`src/rtl/serial_add_ctrl_pkg.sv`:
```
// serial_add_ctrl_pkg: shared FSM state type and default operand width
package serial_add_ctrl_pkg;
  localparam int WIDTH_DEFAULT = 8;
  typedef enum logic [1:0] {IDLE, RUN, DONE} state_t;
endpackage

```
`src/rtl/serial_add_ctrl_fa.sv`:
```
// serial_add_ctrl_fa: 1-bit full-adder cell
module serial_add_ctrl_fa (
  input  logic x,
  input  logic y,
  input  logic Cin,
  output logic S,
  output logic Cout
);
  assign S = x ^ y ^ Cin;
  assign Cout = (x & y) | (Cin & (x ^ y));
endmodule

```
`src/rtl/serial_add_ctrl.sv`:
```
// serial_add_ctrl: bit-serial LSB-first add/subtract sequencer around one full-adder cell
module serial_add_ctrl
  import serial_add_ctrl_pkg::*;
#(
  parameter int WIDTH = WIDTH_DEFAULT
) (
  input  logic             clk,
  input  logic             rst,
  input  logic             start,
  input  logic             op_sub,
  input  logic [WIDTH-1:0] a,
  input  logic [WIDTH-1:0] b,
  input  logic             cin,
  output logic             busy,
  output logic             done,
  output logic [WIDTH-1:0] sum,
  output logic             cout,
  output logic             ovf
);
  localparam int CW = $clog2(WIDTH);
  state_t state;
  logic [WIDTH-1:0] ra, rb, nxt;
  logic [WIDTH-2:0] rs;
  logic [CW-1:0] cnt;
  logic c, s, co, last;
  assign last = cnt == CW'(WIDTH - 1);
  assign nxt = {s, rs};
  serial_add_ctrl_fa u_fa (.x(ra[0]), .y(rb[0]), .Cin(c), .S(s), .Cout(co));
  always_ff @(posedge clk) begin
    if (rst) begin
      state <= IDLE;
      cnt <= '0;
      c <= 1'b0;
      ra <= '0;
      rb <= '0;
      rs <= '0;
      sum <= '0;
      cout <= 1'b0;
      ovf <= 1'b0;
      busy <= 1'b0;
      done <= 1'b0;
    end else begin
      done <= 1'b0;
      case (state)
        IDLE: if (start) begin
          ra <= a;
          rb <= op_sub ? ~b : b;
          c <= op_sub | cin;
          cnt <= '0;
          busy <= 1'b1;
          state <= RUN;
        end
        RUN: begin
          ra <= ra >> 1;
          rb <= rb >> 1;
          rs <= nxt[WIDTH-1:1];
          c <= co;
          cnt <= last ? '0 : cnt + 1'b1;
          if (last) begin
            sum <= nxt;
            cout <= co;
            ovf <= c ^ co;
            done <= 1'b1;
            state <= DONE;
          end
        end
        DONE: begin
          busy <= 1'b0;
          state <= IDLE;
        end
        default: state <= IDLE;
      endcase
    end
  end
endmodule

```
`config.mk`:
```
export PLATFORM = sky130hd
export DESIGN_NAME = serial_add_ctrl
export DESIGN_NICKNAME = d
export VERILOG_FILES = /design/src/rtl/serial_add_ctrl_pkg.sv /design/src/rtl/serial_add_ctrl_fa.sv /design/src/rtl/serial_add_ctrl.sv
export SDC_FILE = /design/constraint.sdc
export NUM_CORES = 1
export LEC_CHECK = 0
export CORE_MARGIN = 10
export CORE_UTILIZATION = 47
export CTS_CLUSTER_SIZE = 8
export DETAILED_ROUTE_END_ITERATION = 10
export GPL_ROUTABILITY_DRIVEN = 0
export MAX_ROUTING_LAYER = met4
export PLACE_DENSITY_LB_ADDON = 0.12
export SYNTH_ARGS = -nofsm -noshare
export SYNTH_HDL_FRONTEND = slang
export SYNTH_SLANG_ARGS = --single-unit
```
`constraint.sdc`:
```
create_clock -name clk -period 1.3 [get_ports clk]
set_input_delay 0.325 -clock clk [delete_from_list [all_inputs] [get_ports clk]]
set_output_delay 0.325 -clock clk [all_outputs]
set_load 0.1 [all_outputs]
```
Yosys cells after proc, flatten, opt, wreduce, memory -nomap -nowiden
Cells that the tools add are included.

Logic and storage cells: 50. Bits in registers: 41. Bits in latches: 0. Memories: 0. Bits in read-only memories: 0. Memory bits (writable): 0.

Div/mod/pow operators: 0. Multiplexer cells: 16. Shift-type cells: 0. Reduce and logical (&&, ||, !) cells: 8. Add/sub/neg operators: 1. $mul: 0. Order comparisons: 0. Bitwise logic cells: 9. Equality and inequality tests: 5.

Operator list (count): $pmux 8 s2 (2); $mux 8 (3); $not 8->8 (1); $reduce_and 2->1 (4); $mux 3 (2); $pmux 3 s2 (1); $mux 2 (2); $ne 2x2->1 const B (2); $pmux 1 s2 (2); $pmux 2 s2 (1); $reduce_bool 2->1 (2); $add 3x1->3 const B (1); $eq 3x3->1 const B (1); $mux 1 (3); $xor 1x1->1 (3); $and 1x1->1 (2); $eq 2x1->1 const B (1); $eq 2x2->1 const B (1); $logic_not 2->1 (1); $or 1x1->1 (2); $reduce_or 2->1 (1); $not 1->1 (1).

Depth between registers and ports, before layout
Word-level depth: 4. Gate-level depth with buffers: 6. Mapped depth without buffers: 5.

Modules after synthesis
A second synthesis with hierarchy kept.

Cell total of the unflattened synthesis: 184. Area, all modules: 1784.2 um2.

Modules (own cells, without submodules): serial_add_ctrl (times used 1, cells an instance 183, seq. area each 820.8 um2, area an instance 1764.2 um2); serial_add_ctrl_fa (times used 1, cells an instance 1, seq. area each 0.0 um2, area an instance 20.0 um2).

Least setup slack after synthesis
Ideal clock, no wire load.

Path type: reg2reg. From: reg ovf (netlist name). To: reg ovf. Path slack: -0.039 ns. Cell stages (with the launch flop): 3. Required time: 1.220 ns. Arrival: 1.260 ns. Path buffers: 0. Period minus slack after synthesis: 1.339 ns. Cell sequence: dfxtp_1 nor2_1 a211oi_2.

RTL lines: end signal: assignment (line serial_add_ctrl.sv:62) `ovf <= c ^ co;`; end: declaration (line serial_add_ctrl.sv:18) `output logic ovf`.

Worst setup path after layout
From: reg state[0]. To: reg rs[6].

Longest elaborated chain between the ends: 1.

Ends and longest elaborated chain: start: declaration (line serial_add_ctrl.sv:21) `state_t state;`; start signal: assignment (line serial_add_ctrl.sv:31) `state <= IDLE;`; start signal: assignment (line serial_add_ctrl.sv:51) `state <= RUN;`; start signal: assignment (line serial_add_ctrl.sv:64) `state <= DONE;`; $eq 2x1->1 (line serial_add_ctrl.sv:44) `case (state)`; end signal: assignment (line serial_add_ctrl.sv:56) `rs <= nxt[WIDTH-1:1];`; end: declaration (line serial_add_ctrl.sv:23) `logic [WIDTH-2:0] rs;`.

Every way passes these cells. A chain may end at the register's enable or synchronous reset.

==> impl_metrics.toml <==
[status]
status = "completed"

[clock_tree]
ctsHoldBuffers = 0
clk_pin_slew_worst_paths_ps = 70
max-clock-path-buffers = 2
numClockSinks = 41
clock_latency_ps = 300
cts_tree = "built"
numCtsBuffers = 5
cts_root_buffer = "clkbuf_8"
htreeDepth = 2
cts_setup_buffers = 0

[pwr]
power_frac_comb_pct = 15.4
p_switching_w = 0.000648
peakVddDrop_uv = 517
power_frac_clock_pct = 31.2
p_leak_nw = 0.909
swShare_pct = 25.5
finalPower_w = 0.00254
p_int_w = 0.00189
power.density_nw_per_um2 = 1000
p_seq_share_pct = 53.5

[grt]
overflow = 0
grt_pass1_wl_um = 7130
gr-usage-met2_pct = 19.3
grt_antenna_before_repair = 0
grtUsageTotal_pct = 12.1
grt_max_degree = 20
top_usage_layer = "met2"
grt_pass1_vias = 1582
globalRouteMet3Util_pct = 4.00
globalRouteMet1Util_pct = 13.5

[yosys]
yosysTopAreaCell = "dfxtp_1"
yosys_warnings = 0
seq_area_frac_synth_pct = 43.7
syn_nets = 228
async_flop_share_pct = 0
synth_top_area_share_pct = 43.7
synth_edf_count = 0
synthTopCellsByArea = "dfxtp_1 44%, nand2_1 5.4%, a22oi_1 4.4%, a21oi_2 4.2%, o221a_1 4.2%"
syn_inst = 204
synth_seq_cells = 41
syn-mean-instance-area_um2 = 9.21
ys.flop_type = "dfxtp_1"
synth_area_um2 = 1880
synth_cell_types = 38

[route]
via_per_inst = 5.36
first_pass_iters = 4
wirelength_um = 4090
drtIter0Drc = 79
ant_nets = 0
routedWlPerCell_um = 13.9
num_vias = 1577
drc = 0

[timing]
rsz0062_at_grt = "true"
tightest_slew_ps = 465
fin_crit_sh_pct = 97.7
finClkSkew_ps = 5.74
fmax_mhz = 787
max_slew_margin_pct = 68.8
setup_viol = 0
maxSlewViolCount = 0
finalHoldViolations = 0
fin_crit_ps = 1270

[layout]
syn_to_final_growth_pct = 35.2
fin_nets = 269
stdcell_count = 294
stdcell_area_um2 = 2540
n_antenna_cell = 0
drive_gt1_share_pct = 27.6

[worst_hold_path]
hp-class = "reg -> reg"
holdPathEnd = "sum[0]"
hp-start = "rs[0]"
hold_depth = 2

[critical_path]
cpPeakStageDelay_ps = 430
cp_max_fo = 11
crit_type = "reg -> reg"
crit_arrival_ps = 1500
start_kind = "register"
worst_r2r_path_depth = 4
reg2reg_slack_ps = 30
crit_slowest_cell = "nor2b_2"
required_ps = 1530
worstReg2RegEnd = "rs[6]"
cp_cell_sequence = "nor2b_2 > buf_4 > nand2_1 > a21oi_1"
r2r-start = "state[0]"
crit_path_start = "state[0]"
endpoint_kind = "register"

[run]
timing.max_cap.violations = 0

[die]
dieWidth_um = 83.2
fp.coreArea_um2 = 3770
rows = 22
ioPinCount = 33
fp.dieH_um = 83.2
start_util_pct = 49.8
design.die.area_um2 = 6920

[place]
dp_hpwl_um = 2950
postPlaceCellArea_um2 = 2420
io_buffers = 32
dp.cells = 286
## per-stage QoR
stage	TNS (ps)	hold WS (ps)	setup WS (ps)	utilization, %
2_1_floorplan	0	435	5.28	-
3_3_place_gp	-6170	446	-254	64.1
3_5_place_dp	-7410	454	-318	64.1
4_1_cts	0	463	9.78	66.8
5_1_grt	-424	478	-57.7	67.3
6_report	0	459	30.0	67.3
## metal layers
metal | vias to the layer above | part of all wire [%]
met5 | - | 0
met4 | 0 | 1.3
met3 | 5 | 4.9
met2 | 40 | 49
met1 | 741 | 45
li1 | 791 | -
## cell usage in the layout, fill, tap and decap left out, types with 2 or more instances in the layout
cell and n:
buf_6 2, nor2_1 19, clkdlybuf4s50_1 19, xnor2_1 8, ha_4 2, nand2_2 10, o21ai_1 2, a21oi_2 9
clkbuf_1 3, nand2_1 26, clkbuf_8 5, a21oi_1 15, inv_1 5, o221a_1 7, a2bb2oi_1 2, o22ai_1 7
dfxtp_1 38, a22oi_1 11, o21a_1 5, buf_4 15, dfxtp_2 3, buf_12 13
## synth_stat cells, types with 6 or more instances
| library cell | n |
|---|---|
| nand2_1 | 27 |
| buf_4 | 6 |
| dfxtp_1 | 41 |
| o221a_1 | 7 |
| nor2_1 | 19 |
| o22ai_1 | 7 |
| xnor2_1 | 8 |
| nand2_2 | 9 |
| a22oi_1 | 11 |
| a21oi_2 | 9 |
| a21oi_1 | 15 |
## timing repair
action | 4_1_cts | 5_1_grt
setup endpoints to repair | 27 | 24
resized for setup | 8 | 5
pin swaps | 0 | 1
hold endpoints to repair | 0 | 0
gates cloned | 0 | 0
## layout make-up
cell class | instances | area [µm²]
Fill cell | 288 | 1230
Timing Repair Buffer | 50 | 594
Inverter | 6 | 22.5
Tap cell | 48 | 60.1
Multi-Input combinational cell | 141 | 957
Sequential cell | 41 | 825
Clock buffer | 8 | 80.1
## worst max-delay path, delay by kind of cell (launching register included)
family | cells | cell delay (ps)
AO/OA/AOI/OAI | 1 | 120
AND/OR/NAND/NOR | 2 | 500
flip-flops | 1 | 340
buffers and inverters | 1 | 240
## cells by family after synthesis
family / after synthesis / share of synthesized area, %
adders and majority gates: 3 / 2.40
xor gates and xnor gates: 9 / 4.20
buffers and inverters: 22 / 7.13
and+or+nand+nor: 64 / 15.7
AOI/OAI and AO/OA: 65 / 26.8
DFF: 41 / 43.7
## power by group through the flow
stage / registers, W / clock network, W / logic, W
final: 0.00136 / 0.000793 / 0.000390
after CTS: 0.00135 / 0.000820 / 0.000386
after detailed placement: 0.00138 / 0 / 0.000385
after global placement: 0.00138 / 0 / 0.000372
after floorplan: 0.00139 / 0 / 0.000240
after global routing: 0.00136 / 0.000877 / 0.000428
## flip-flops by register name (all words and copies together), names as in the netlist, 2 cells and up
signal  cells
state       2
rb          8
rs          7
cnt         3
ra          8
sum         8
## how the worst max path moves through the flow
stage          depth (start not counted)  endpoint  slack (ps)
6_report                               4     rs[6]          30
3_3_place_gp                           5     ra[3]        -250
5_1_grt                                4     rs[5]         -60
3_5_place_dp                           4     ra[3]        -320
2_1_floorplan                          2    sum[1]           5
4_1_cts                                4         c          10
Note: power is estimated with default switching activity, not from simulation.
